[src/rtl/uart_tx_fifo_pkg.sv]
// Shared definitions for the buffered UART transmitter.
// Status bit positions, serialiser states and a constant log2 helper.
package uart_tx_fifo_pkg;

  localparam int ST_BUSY      = 0;
  localparam int ST_FULL      = 1;
  localparam int ST_EMPTY     = 2;
  localparam int ST_OVF       = 3;
  localparam int ST_FLUSH     = 4;
  localparam int ST_COUNT_LSB = 8;

  typedef enum logic [1:0] {
    S_IDLE,
    S_START,
    S_DATA,
    S_STOP
  } tx_state_t;

  // Ceiling log2; clog2(1) = 0.
  function automatic int clog2(input int v);
    int r;
    r = 0;
    for (int i = 0; i < 31; i++) begin
      if ((1 << i) < v) r = i + 1;
    end
    return r;
  endfunction

endpackage

[src/rtl/sync_fifo.sv]
// Single-clock FIFO with push/pop/flush and occupancy count.
// Ports: clk, rst_n, push, pop, flush, din, dout (head), full, empty, count.
module sync_fifo
  import uart_tx_fifo_pkg::*;
#(
  parameter int WIDTH = 8,
  parameter int DEPTH = 16
) (
  input  logic                    clk,
  input  logic                    rst_n,
  input  logic                    push,
  input  logic                    pop,
  input  logic                    flush,
  input  logic [WIDTH-1:0]        din,
  output logic [WIDTH-1:0]        dout,
  output logic                    full,
  output logic                    empty,
  output logic [clog2(DEPTH):0]   count
);

  localparam int AW = clog2(DEPTH);

  logic [WIDTH-1:0] mem [DEPTH];
  logic [AW-1:0]    rd_ptr;
  logic [AW-1:0]    wr_ptr;
  logic [AW:0]      cnt;
  logic             do_pop;
  logic             do_push;

  assign full    = (cnt == (AW+1)'(DEPTH));
  assign empty   = (cnt == '0);
  assign count   = cnt;
  assign dout    = mem[rd_ptr];
  assign do_pop  = pop && !empty;
  // A pop in the same cycle frees a slot, so a full FIFO still accepts.
  assign do_push = push && (!full || do_pop);

  always_ff @(posedge clk or negedge rst_n) begin
    if (!rst_n) begin
      rd_ptr <= '0;
      wr_ptr <= '0;
      cnt    <= '0;
    end else if (flush) begin
      rd_ptr <= '0;
      wr_ptr <= '0;
      cnt    <= '0;
    end else begin
      if (do_push) wr_ptr <= wr_ptr + 1'b1;
      if (do_pop)  rd_ptr <= rd_ptr + 1'b1;
      if (do_push && !do_pop) cnt <= cnt + 1'b1;
      else if (!do_push && do_pop) cnt <= cnt - 1'b1;
    end
  end

  always_ff @(posedge clk) begin
    if (do_push && !flush) mem[wr_ptr] <= din;
  end

endmodule

[src/rtl/uart_tx_fifo.sv]
// Buffered 8N1 UART transmitter on the reg_state/reg_dat strobe bus.
// Ports: clk, resetn, ser_tx, reg_state_* (status/control), reg_dat_* (push).
module uart_tx_fifo
  import uart_tx_fifo_pkg::*;
#(
  parameter int UART_CLK   = 12000000,
  parameter int BAUD_RATE  = 115200,
  parameter int FIFO_DEPTH = 16
) (
  input  logic        clk,
  input  logic        resetn,
  output logic        ser_tx,
  input  logic        reg_state_we,
  input  logic        reg_state_re,
  input  logic [31:0] reg_state_di,
  output logic [31:0] reg_state_do,
  output logic        reg_state_wait,
  input  logic        reg_dat_we,
  input  logic        reg_dat_re,
  input  logic [31:0] reg_dat_di,
  output logic [31:0] reg_dat_do,
  output logic        reg_dat_wait
);

  localparam int CLK_DIV = UART_CLK / BAUD_RATE;
  localparam int CDW     = clog2(CLK_DIV);
  localparam int CW      = clog2(FIFO_DEPTH) + 1;

  tx_state_t      state;
  tx_state_t      state_n;
  logic [CDW-1:0] baud;
  logic [CDW-1:0] baud_n;
  logic [2:0]     bit_idx;
  logic [2:0]     bit_idx_n;
  logic [7:0]     shift;
  logic [7:0]     shift_n;
  logic           ser_n;
  logic           bit_end;
  logic           pop;
  logic           flush;
  logic           ovf;
  logic           dropped;
  logic [7:0]     f_dout;
  logic           f_full;
  logic           f_empty;
  logic [CW-1:0]  f_count;
  logic           unused;

  assign unused = ^{reg_state_re, reg_dat_re, reg_state_di[31:5],
                    reg_state_di[2:0], reg_dat_di[31:8]};

  assign reg_state_wait = 1'b0;
  assign reg_dat_wait   = 1'b0;
  assign reg_dat_do     = 32'h0;

  assign flush   = reg_state_we && reg_state_di[ST_FLUSH];
  assign dropped = reg_dat_we && !flush && f_full && !pop;
  assign bit_end = (baud == CDW'(CLK_DIV - 1));

  sync_fifo #(
    .WIDTH (8),
    .DEPTH (FIFO_DEPTH)
  ) u_fifo (
    .clk   (clk),
    .rst_n (resetn),
    .push  (reg_dat_we),
    .pop   (pop),
    .flush (flush),
    .din   (reg_dat_di[7:0]),
    .dout  (f_dout),
    .full  (f_full),
    .empty (f_empty),
    .count (f_count)
  );

  always_comb begin
    state_n   = state;
    baud_n    = baud + 1'b1;
    bit_idx_n = bit_idx;
    shift_n   = shift;
    pop       = 1'b0;
    unique case (state)
      S_IDLE: begin
        baud_n = '0;
        if (!f_empty) begin
          pop     = 1'b1;
          shift_n = f_dout;
          state_n = S_START;
        end
      end
      S_START: begin
        if (bit_end) begin
          baud_n    = '0;
          bit_idx_n = 3'd0;
          state_n   = S_DATA;
        end
      end
      S_DATA: begin
        if (bit_end) begin
          baud_n    = '0;
          shift_n   = shift >> 1;
          bit_idx_n = bit_idx + 3'd1;
          if (bit_idx == 3'd7) state_n = S_STOP;
        end
      end
      S_STOP: begin
        if (bit_end) begin
          baud_n = '0;
          // Chain straight into the next start bit: no idle gap.
          if (!f_empty) begin
            pop     = 1'b1;
            shift_n = f_dout;
            state_n = S_START;
          end else begin
            state_n = S_IDLE;
          end
        end
      end
      default: state_n = S_IDLE;
    endcase
  end

  // Line level follows the next state so ser_tx comes straight from a flop.
  always_comb begin
    ser_n = 1'b1;
    unique case (state_n)
      S_START: ser_n = 1'b0;
      S_DATA:  ser_n = shift_n[0];
      default: ser_n = 1'b1;
    endcase
  end

  always_ff @(posedge clk or negedge resetn) begin
    if (!resetn) begin
      state   <= S_IDLE;
      baud    <= '0;
      bit_idx <= 3'd0;
      shift   <= 8'h00;
      ser_tx  <= 1'b1;
    end else begin
      state   <= state_n;
      baud    <= baud_n;
      bit_idx <= bit_idx_n;
      shift   <= shift_n;
      ser_tx  <= ser_n;
    end
  end

  always_ff @(posedge clk or negedge resetn) begin
    if (!resetn) begin
      ovf <= 1'b0;
    end else if (dropped) begin
      ovf <= 1'b1;
    end else if (reg_state_we && reg_state_di[ST_OVF]) begin
      ovf <= 1'b0;
    end
  end

  always_comb begin
    reg_state_do = 32'h0;
    reg_state_do[ST_BUSY]  = !f_empty || (state != S_IDLE);
    reg_state_do[ST_FULL]  = f_full;
    reg_state_do[ST_EMPTY] = f_empty;
    reg_state_do[ST_OVF]   = ovf;
    reg_state_do[ST_COUNT_LSB +: CW] = f_count;
  end

endmodule

[config.mk]
export PLATFORM = sky130hd
export DESIGN_NAME = uart_tx_fifo
export DESIGN_NICKNAME = d
export VERILOG_FILES = /design/src/rtl/uart_tx_fifo_pkg.sv /design/src/rtl/sync_fifo.sv /design/src/rtl/uart_tx_fifo.sv
export SDC_FILE = /design/constraint.sdc
export NUM_CORES = 1
export LEC_CHECK = 0
export ABC_AREA = 1
export BUFFER_PORTS_ARGS = -buffer_cell sky130_fd_sc_hd__buf_4
export CAP_MARGIN = 20
export CORE_MARGIN = 3
export CORE_UTILIZATION = 50
export DETAILED_ROUTE_END_ITERATION = 8
export MAX_ROUTING_LAYER = met4
export PLACE_DENSITY = 0.78
export SLEW_MARGIN = 20
export SYNTH_ARGS = -nofsm -noshare
export SYNTH_HDL_FRONTEND = slang
export SYNTH_HIERARCHICAL = 1
export SYNTH_SLANG_ARGS = --single-unit
[constraint.sdc]
create_clock -name clk -period 2.7 [get_ports clk]
set_input_delay 0.27 -clock clk [delete_from_list [all_inputs] [get_ports clk]]
set_output_delay 0.27 -clock clk [all_outputs]
set_load 0.02 [all_outputs]
==> metrics.txt, run 1 <==
share of cells above drive strength 1 14.8%; crit-path max cell delay 0.37 ns; Post-DRT Antenna Nets 0; Final Non-Filler Cells 1,000; Seq. cell area 4720 um2; Synth Flop Type edfxtp_1; number of synthesized register bits 163; pin count of the biggest net entering global routing 70; Worst setup EP type register; Via Count 5,230; synth warn 6; top cell type's share of synthesized area 49.2%; Syn Area/Cell 10.7 um2; ys async rst share 21.5%; fin nets 864; row cnt 45; Initial DRC Count 448; dpl cells 968; final hold violation count 0; vias per cell 5.23; Top Ports 137; Syn Std Cell Area 7810 um2; Die W 131 um; Setup Buffers After CTS 0; Final period util 92.1%; initial antenna violation count 0; critical-path cell list ha_1 -> nand2_2 -> nor2_8 -> nand2_4 -> o21ai_4 -> nand2_1 -> inv_1 -> buf_4 -> nor2_2 -> nor2_4 -> nand2_2 -> nor3_1 -> buf_4; Die Ht 131 um; crit path max fanout 8; Setup Crit Path Kind register to register; clock skew 0.0102 ns; Worst Path Required 2.83 ns; number of detailed-route iterations in the first pass 7; vias in the first global route 4,710; sequential power share 39.2%; combinational share of power 32.5%; # setup viols final 0; Clock Latency Late Sink 0.43 ns; die area 17,200 um2; area of the core 15,300 um2; Worst Path Arrival 2.61 ns; Initial Utilization 51.2%; count leader, synth edfxtp_1; startpoint types register; # H-tree levels 4; clk slew on worst S/H paths 0.06 ns; EDFF count, synth 128; clock buffer depth 2; HPWL Detailed 10.1 mm; status complete, no violations; fin crit period 2.49 ns; clk root buf clkbuf_16; Layout area overhead 12.1%; final instance area 8750 um2; Synth area leader edfxtp_1; final-layout fill cell count 1,198; Hold Crit Class primary input to register; slowest cell on the critical path dfrtp_1; Multi-input gate area 2560 um2; Max Clk Rate 402 MHz; GRT Total Usage 19.0%; DRC viols 0; Port Buf Inserts 23; TritonCTS Sinks 163; Post-synth top cells edfxtp_1 (128), nor2_1 (123), nand2_1 (66); Final Slew Violations 0; Placer Congestion 0.859; max-cap check violation count 0; Pint 5.26 mW; Congestion Overflow GR 0; first-pass GRT wire length 24.0 mm; register area share after synthesis 60.5%; Hold Slack 0.119 ns; WL final 15.2 mm; PD cells 925 nW/um2; CTS tree done; post-synthesis cell type count 42; unrepaired setup endpoints after global routing no; Wirelength per Cell 15.2 um; n_diodes 0; Post-Synthesis Cells 732; worst vdd ir 0.640 mV; NetSw 2.83 mW; Leak 3.46 nW; Placed Area 8170 um2; top cells by area, synth edfxtp_1 (49%), dfrtp_1 (11%), buf_4 (6.1%); Tot Pwr 8.09 mW; clock power share 28.4%; Sw Ratio 35.0%; cts bufs inserted 17
==> stage by stage <==
| step | TNS [ns] | utilization (%) | setup slack (ns) |
|---|---|---|---|
| 2_1_floorplan | -1.42 | - | -0.0181 |
| 3_3_place_gp | 0 | 53.5 | 0.259 |
| 3_5_place_dp | 0 | 53.5 | 0.205 |
| 4_1_cts | 0 | 57.3 | 0.190 |
| 5_1_grt | 0 | 57.4 | 0.000728 |
| 6_report | 0 | 57.4 | 0.214 |
==> state kept, by name, indices dropped and copies added, names as in the netlist <==
register and cells:
u_fifo/mem 128, u_fifo/count 5, bit_idx 3, baud 7
ser_tx 1, state 2, ovf 1, shift 8
u_fifo/rd_ptr 4, u_fifo/wr_ptr 4
==> path summary, 6_finish.rpt <==
path / startpoint / end / slack, ns / depth (start not counted)
max: baud[0] / u_fifo/mem[13][3] / 0.21 / 13
min: reg_state_di[3] / ovf / 0.12 / 4
max reg2reg: baud[0] / u_fifo/mem[13][3] / 0.21 / 13
min reg2reg: baud[0] / baud[0] / 0.47 / 1
max in group asynchronous: resetn / u_fifo/rd_ptr[0] / 2.00 / 2
min in group asynchronous: resetn / u_fifo/rd_ptr[1] / 0.36 / 2
==> per-layer routing <==
layer	GRT usage [%]	routed length (um)	vias up
met5	-	0	-
met4	6.23	178	0
met3	4.02	850	16
met2	29.7	7750	170
met1	24.8	6470	2534
li1	-	-	2510
==> timing repair <==
action,in CTS,in global routing
hold endpoints to repair,34,0
hold buffers,1,0
setup endpoints to repair,0,16
resized for setup,0,2
==> cells in the final DEF, fill, tap and decap left out, types with 4 or more instances in the layout <==
master,netlist,layout
edfxtp_1,128,128
nor2_1,123,123
nand2_1,66,66
o21ai_0,62,62
conb_1,1,57
buf_4,63,53
nand3_1,46,46
inv_1,40,40
dfrtp_1,34,33
o211ai_1,32,32
o21ai_1,17,17
clkbuf_16,0,17
ha_1,16,16
a21oi_1,14,14
nor3_1,15,11
nand2_2,8,8
clkinv_1,3,6
nor2_4,4,4
nor3_2,0,4
==> cell families (layout without fill, tap and decap cells) <==
logic type | after synthesis | in the layout | share of synthesized area, %
AO/OA/AOI/OAI | 136 | 136 | 10.4
XOR/XNOR | 4 | 4 | 0.449
adder cells (fa/ha/maj) | 17 | 17 | 2.82
buffers and inverters | 134 | 135 | 9.74
flip-flops | 163 | 163 | 60.5
multiplexers | 3 | 3 | 0.385
other | 1 | 57 | 0.0480
AND/OR/NAND/NOR | 274 | 274 | 15.7
==> critical path, delay by kind of cell, from the launching register on <==
| family | cells | cell delay, ns |
|---|---|---|
| simple gates | 8 | 0.97 |
| buf+inv | 3 | 0.47 |
| compound gates | 1 | 0.16 |
| fa+ha+maj | 1 | 0.21 |
| flops | 1 | 0.37 |
==> cell type report <==
class                   instances  share of cell area, %
inverters                      47                   2.03
flip-flops and latches        163                   54.0
clock buffers                  18                   4.90
well taps                     211                   3.02
clock inverters                13                   1.54
repair buffers                 57                   5.35
multi-input cells             491                   29.2
==> power by group through the flow <==
stage,Clock (mW),Sequential [mW],Combinational (mW)
3_3_place_gp,0,3.20,2.54
5_1_grt,2.42,3.20,2.95
4_1_cts,2.33,3.16,2.62
6_report,2.29,3.17,2.63
3_5_place_dp,0,3.21,2.60
2_1_floorplan,0,3.22,1.87
(Power assumes the default switching activity.)
==> run 2: changes to the inputs <==
- CORE_ASPECT_RATIO: default -> 0.6
- CORE_MARGIN: 3 -> 2
==> metrics.txt, run 2 (synthesis gave the netlist of run 1 again) <==
status complete, no violations; # setup viols final 0 (unchanged); fin crit period 2.56 ns (+0.0730 ns); Layout area overhead 12.3%; final-layout fill cell count 1,260 (+5.2%); Die W 165 um (+26%); Via Count 5,286 (+1.1%); Port Buf Inserts 23 (unchanged); Initial Utilization 50.9% (-0.23 points); slowest cell on the critical path dfrtp_1; commonest non-fill, non-tap cell in the layout edfxtp_1; Multi-input gate area 2570 um2 (+0.59%); Buf/Inv on CP 2 (-1); CTS tree done; pin count of the biggest net entering global routing 45 (-36%); Clock Latency Late Sink 0.42 ns (about the same); TritonCTS Sinks 163 (unchanged); initial antenna violation count 0 (unchanged); Layout Utilization 57.2% (-0.14 points); Max Clk Rate 391 MHz (-2.9%); cts bufs inserted 17 (unchanged); final hold violation count 0 (unchanged); Post-DRT Antenna Nets 0 (unchanged); startpoint types register; worst vdd ir 0.512 mV (-20%); Congestion Overflow GR 0 (unchanged); clk root buf clkbuf_16; final instance area 8770 um2 (+0.21%); crit path max fanout 8 (unchanged); number of detailed-route iterations in the first pass 5 (-2); vias per cell 5.32 (+1.8%); # H-tree levels 4 (unchanged); Leak 3.46 nW (about the same); share of cells above drive strength 1 15.9% (+1.1 points); DRC viols 0 (unchanged); Top Ports 137 (unchanged); Placed Area 8130 um2 (-0.41%); max-cap check violation count 0 (unchanged); Die Ht 101 um (-23%); clock buffer depth 2 (unchanged); fin nets 865 (+0.12%); first-pass GRT wire length 26.8 mm (+11%); crit-path max cell delay 0.37 ns (about the same); area of the core 15,300 um2 (+0.45%); Setup Crit Path Kind register to register; n_diodes 0 (unchanged); post-route setup slack 0.141 ns (-0.0730 ns); WL final 16.9 mm (+11%); Initial DRC Count 580 (+29%); Top Family by Delay on Critical Path simple AND/OR/NAND/NOR gates; Seq. cell area 4730 um2 (about the same); Placer Congestion 0.883 (+2.7%); max FFs per register 128 (unchanged); Hold Crit Class primary input to register; most used cell along the critical path nand2_2; clock skew 0.0108 ns (+0.000617 ns); die area 16,700 um2 (-2.8%); HPWL Detailed 10.9 mm (+8.5%); critical-path cell list ha_2 -> nand2_2 -> nor2_8 -> nand2_4 -> o21ai_4 -> nand2_1 -> inv_2 -> nor2_2 -> nor2_4 -> nand2_2 -> nor3_2 -> buf_4; biggest registers after layout u_fifo/mem: 128 flops, shift: 8 flops, baud: 7 flops; Worst Path Arrival 2.68 ns (+0.07 ns); most frequent cells in the layout edfxtp_1 (128), nor2_1 (123), nand2_1 (66), o21ai_0 (62), conb_1 (57); PD cells 937 nW/um2 (+1.3%); GRT Total Usage 22.4% (+3.4 points); Worst setup EP type register; largest register by flop count u_fifo/mem; clk slew on worst S/H paths 0.06 ns (about the same); pre-CTS setup slack -0.0158 ns (-0.221 ns); vias in the first global route 4,902 (+4.1%); Wirelength per Cell 17.0 um (+11%); Worst Path Required 2.82 ns (about the same); row cnt 35 (-22%); Final Slew Violations 0 (unchanged); Final period util 94.8% (+2.7 points)
[run 2: cell type report]
cell class              instances  area share (%)
flip-flops and latches        163            53.9
inverters                      47            2.03
repair buffers                 58            5.14
multi-input cells             491            29.3
well taps                     203            2.90
clock inverters                13            1.85
clock buffers                  18            4.89
[run 2: final timing paths]
path	start	endpoint	slack, ns	depth (start not counted)
worst min register to register	baud[0]	baud[0]	0.47	1
worst min-delay path	reg_state_di[3]	ovf	0.13	4
min in group asynchronous	resetn	baud[5]	0.34	2
worst max-delay path	baud[0]	u_fifo/mem[14][1]	0.14	12
max in group asynchronous	resetn	ser_tx	2.00	2
worst max register to register	baud[0]	u_fifo/mem[14][1]	0.14	12
[run 2: per-stage QoR]
stage	total power, mW	TNS [ns]	hold WS [ns]	cells
floorplan	5.10	-1.42	-0.0256	788
CTS	8.19	-0.894	0.124	992
global placement	5.68	0	0.254	960
finish	8.21	0	0.133	993
detailed placement	5.75	-0.0933	0.255	960
global route	8.70	-0.00322	0.138	993
[run 2: what timing repair did]
action,CTS,global route
hold buffers,1,0
endpoints found under the setup margin,13,124
resized for setup,0,7
hold endpoints to repair,34,0
setup buffers,0,1
pin swaps,0,1
[run 2: worst min-delay path: stages]
cell     delay, ns
buf_4         0.08
nand2_1       0.04
nand2_1       0.05
o21ai_0       0.07
[run 2: per-layer routing]
layer  vias up  global-route usage, %  routed length, um
met5         -                      -                  0
met4         0                   5.84                227
met3        21                   5.80               1430
met2       212                   30.5               7290
met1      2538                   33.4               7900
li1       2515                      -                  -
[run 2: power breakdown]
group / internal [mW] / total [mW] / switching [mW]
Clock: 1.45 / 2.41 / 0.968
Combinational: 0.891 / 2.59 / 1.70
Sequential: 2.98 / 3.21 / 0.232
Total: 5.32 / 8.21 / 2.90
==> run 3: changes to the inputs <==
- BUFFER_PORTS_ARGS: -buffer_cell sky130_fd_sc_hd__buf_4 -> -buffer_cell sky130_fd_sc_hd__buf_2
==> metrics.txt, run 3 (synthesis gave the netlist of run 1 again) <==
status complete, no violations; Via Count 5,365 (+1.5%); Worst Hold End ovf; most frequent cells in the layout edfxtp_1 (128), nor2_1 (123), nand2_1 (66), o21ai_0 (62), conb_1 (57); Layout Utilization 57.0% (-0.26 points); Worst setup EP type register; Worst Path Arrival 2.62 ns (-0.06 ns); initial antenna violation count 1 (+1); pin count of the biggest net entering global routing 70 (+56%); Final period util 92.2% (-2.6 points); Max Clk Rate 402 MHz (+2.8%); Final Slew Violations 0 (unchanged); worst r2r dst u_fifo/mem[14][1]; commonest non-fill, non-tap cell in the layout edfxtp_1; vias in the first global route 4,835 (-1.4%); Worst Path Required 2.83 ns (about the same); Metal-1 WL 8.00 mm (+1.3%); final hold violation count 0 (unchanged); first-pass GRT wire length 26.2 mm (-2.1%); wire length on met2 7.07 mm (-3.1%); fin crit period 2.49 ns (-0.0695 ns); Seq. cell area 4730 um2 (unchanged); Top Ports 137 (unchanged); clk slew on worst S/H paths 0.06 ns (about the same); WL final 16.9 mm (about the same); relative slew slack 48.3%; largest register by flop count u_fifo/mem; Port Buf Inserts 23 (unchanged); Tot Pwr 8.35 mW (+1.7%); Leak 3.47 nW (+0.23%); fin nets 861 (-0.46%); clock buffer depth 2 (unchanged); Wirelength per Cell 17.0 um (+0.24%); Placer Congestion 0.836 (-5.3%); Setup Crit Path Kind register to register; CTS tree done; biggest registers after layout u_fifo/mem: 128 flops, shift: 8 flops, baud: 7 flops; max-cap check violation count 0 (unchanged); startpoint types register; Initial DRC Count 616 (+6.2%); DRC viols 0 (unchanged); TritonCTS Sinks 163 (unchanged); area of the core 15,300 um2 (unchanged); die area 16,700 um2 (unchanged); Clock Latency Late Sink 0.43 ns (about the same); r2r setup slk 0.21 ns (+0.07 ns); Hold Crit Class primary input to register; cts bufs inserted 17 (unchanged); clk root buf clkbuf_16; vias per cell 5.41 (+1.7%); Die W 165 um (unchanged); Layout area overhead 11.8%; Crit Reg-Reg Startpoint baud[0]; Congestion Overflow GR 0 (unchanged); max FFs per register 128 (unchanged); R2R depth 12 (unchanged); min-delay src reg_state_di[3]; PD cells 957 nW/um2 (+2.2%); # setup viols final 0 (unchanged); worst vdd ir 0.444 mV (-13%); GRT Total Usage 22.0% (-0.42 points); Setup Buffers After CTS 0 (unchanged); worst slew pin tran 0.775 ns; share of cells above drive strength 1 15.6% (-0.32 points); HPWL Detailed 10.8 mm (-1.3%); Initial Utilization 50.9% (unchanged); # H-tree levels 4 (unchanged); crit path max fanout 8 (unchanged); clock skew 0.00806 ns (-0.00277 ns); hold path cells 4 (unchanged); number of detailed-route iterations in the first pass 5 (unchanged); Post-DRT Antenna Nets 0 (unchanged); met3 routed WL 1.49 mm (+4.2%); Die Ht 101 um (unchanged); top sig layer met4; row cnt 35 (unchanged); Multi-input gate area 2560 um2 (-0.29%); final-layout fill cell count 1,237 (-1.8%)
-- run 3: worst max-delay path by stage --
stage	slack, ns	start	end
final	0.21	baud[0]	u_fifo/mem[14][1]
after global routing	-0.03	baud[0]	u_fifo/count[4]
after CTS	0.14	baud[0]	u_fifo/count[4]
after detailed placement	0.18	baud[0]	u_fifo/count[4]
after global placement	0.16	baud[0]	u_fifo/mem[14][6]
after floorplan	-0.02	u_fifo/count[0]	u_fifo/mem[13][0]
-- run 3: where the power goes --
group | total [mW] | internal [mW] | switching, mW
Combinational | 2.52 | 0.833 | 1.69
Sequential | 3.23 | 2.98 | 0.251
Clock | 2.60 | 1.65 | 0.950
Total | 8.35 | 5.47 | 2.89
-- run 3: per-layer routing --
layer	up-vias	global-route usage, %
met5	-	-
met4	0	6.23
met3	33	6.79
met2	251	28.8
met1	2573	32.7
li1	2508	-
-- run 3: repair_timing --
action                                 in CTS  in global routing
resized for setup                           0                  6
endpoints found under the hold margin      34                  0
setup endpoints to repair                   0                  8
hold buffers                                1                  0
-- run 3: layout make-up --
type                       count  area share (%)
clock inverter                 6           0.960
antenna                        1          0.0287
sequential                   163            54.1
multi-input combinational    491            29.4
timing repair buffer          54            4.01
tap                          203            2.91
clock buffer                  26            6.56
inverter                      47            2.03
-- run 3: worst max-delay path, cell delays in order, from the launching register on --
cell	delay [ns]
dfrtp_1	0.38
ha_2	0.21
nand2_2	0.11
nor2_8	0.14
nand2_4	0.12
o21ai_4	0.16
nand2_1	0.08
inv_2	0.10
nor2_2	0.07
nor2_4	0.16
nand2_2	0.16
nor3_1	0.27
buf_4	0.23
-- run 3: through the flow --
step | setup WS [ns] | instances | hold WS (ns) | setup TNS (ns) | cell area (um2)
2_1_floorplan | -0.0181 | 788 | -0.0256 | -1.42 | 8030
3_3_place_gp | 0.159 | 957 | 0.397 | 0 | 8040
3_5_place_dp | 0.176 | 957 | 0.392 | 0 | 8040
4_1_cts | 0.137 | 990 | 0.122 | 0 | 8710
5_1_grt | -0.0338 | 991 | 0.152 | -0.0338 | 8730
6_report | 0.211 | 991 | 0.126 | 0 | 8730
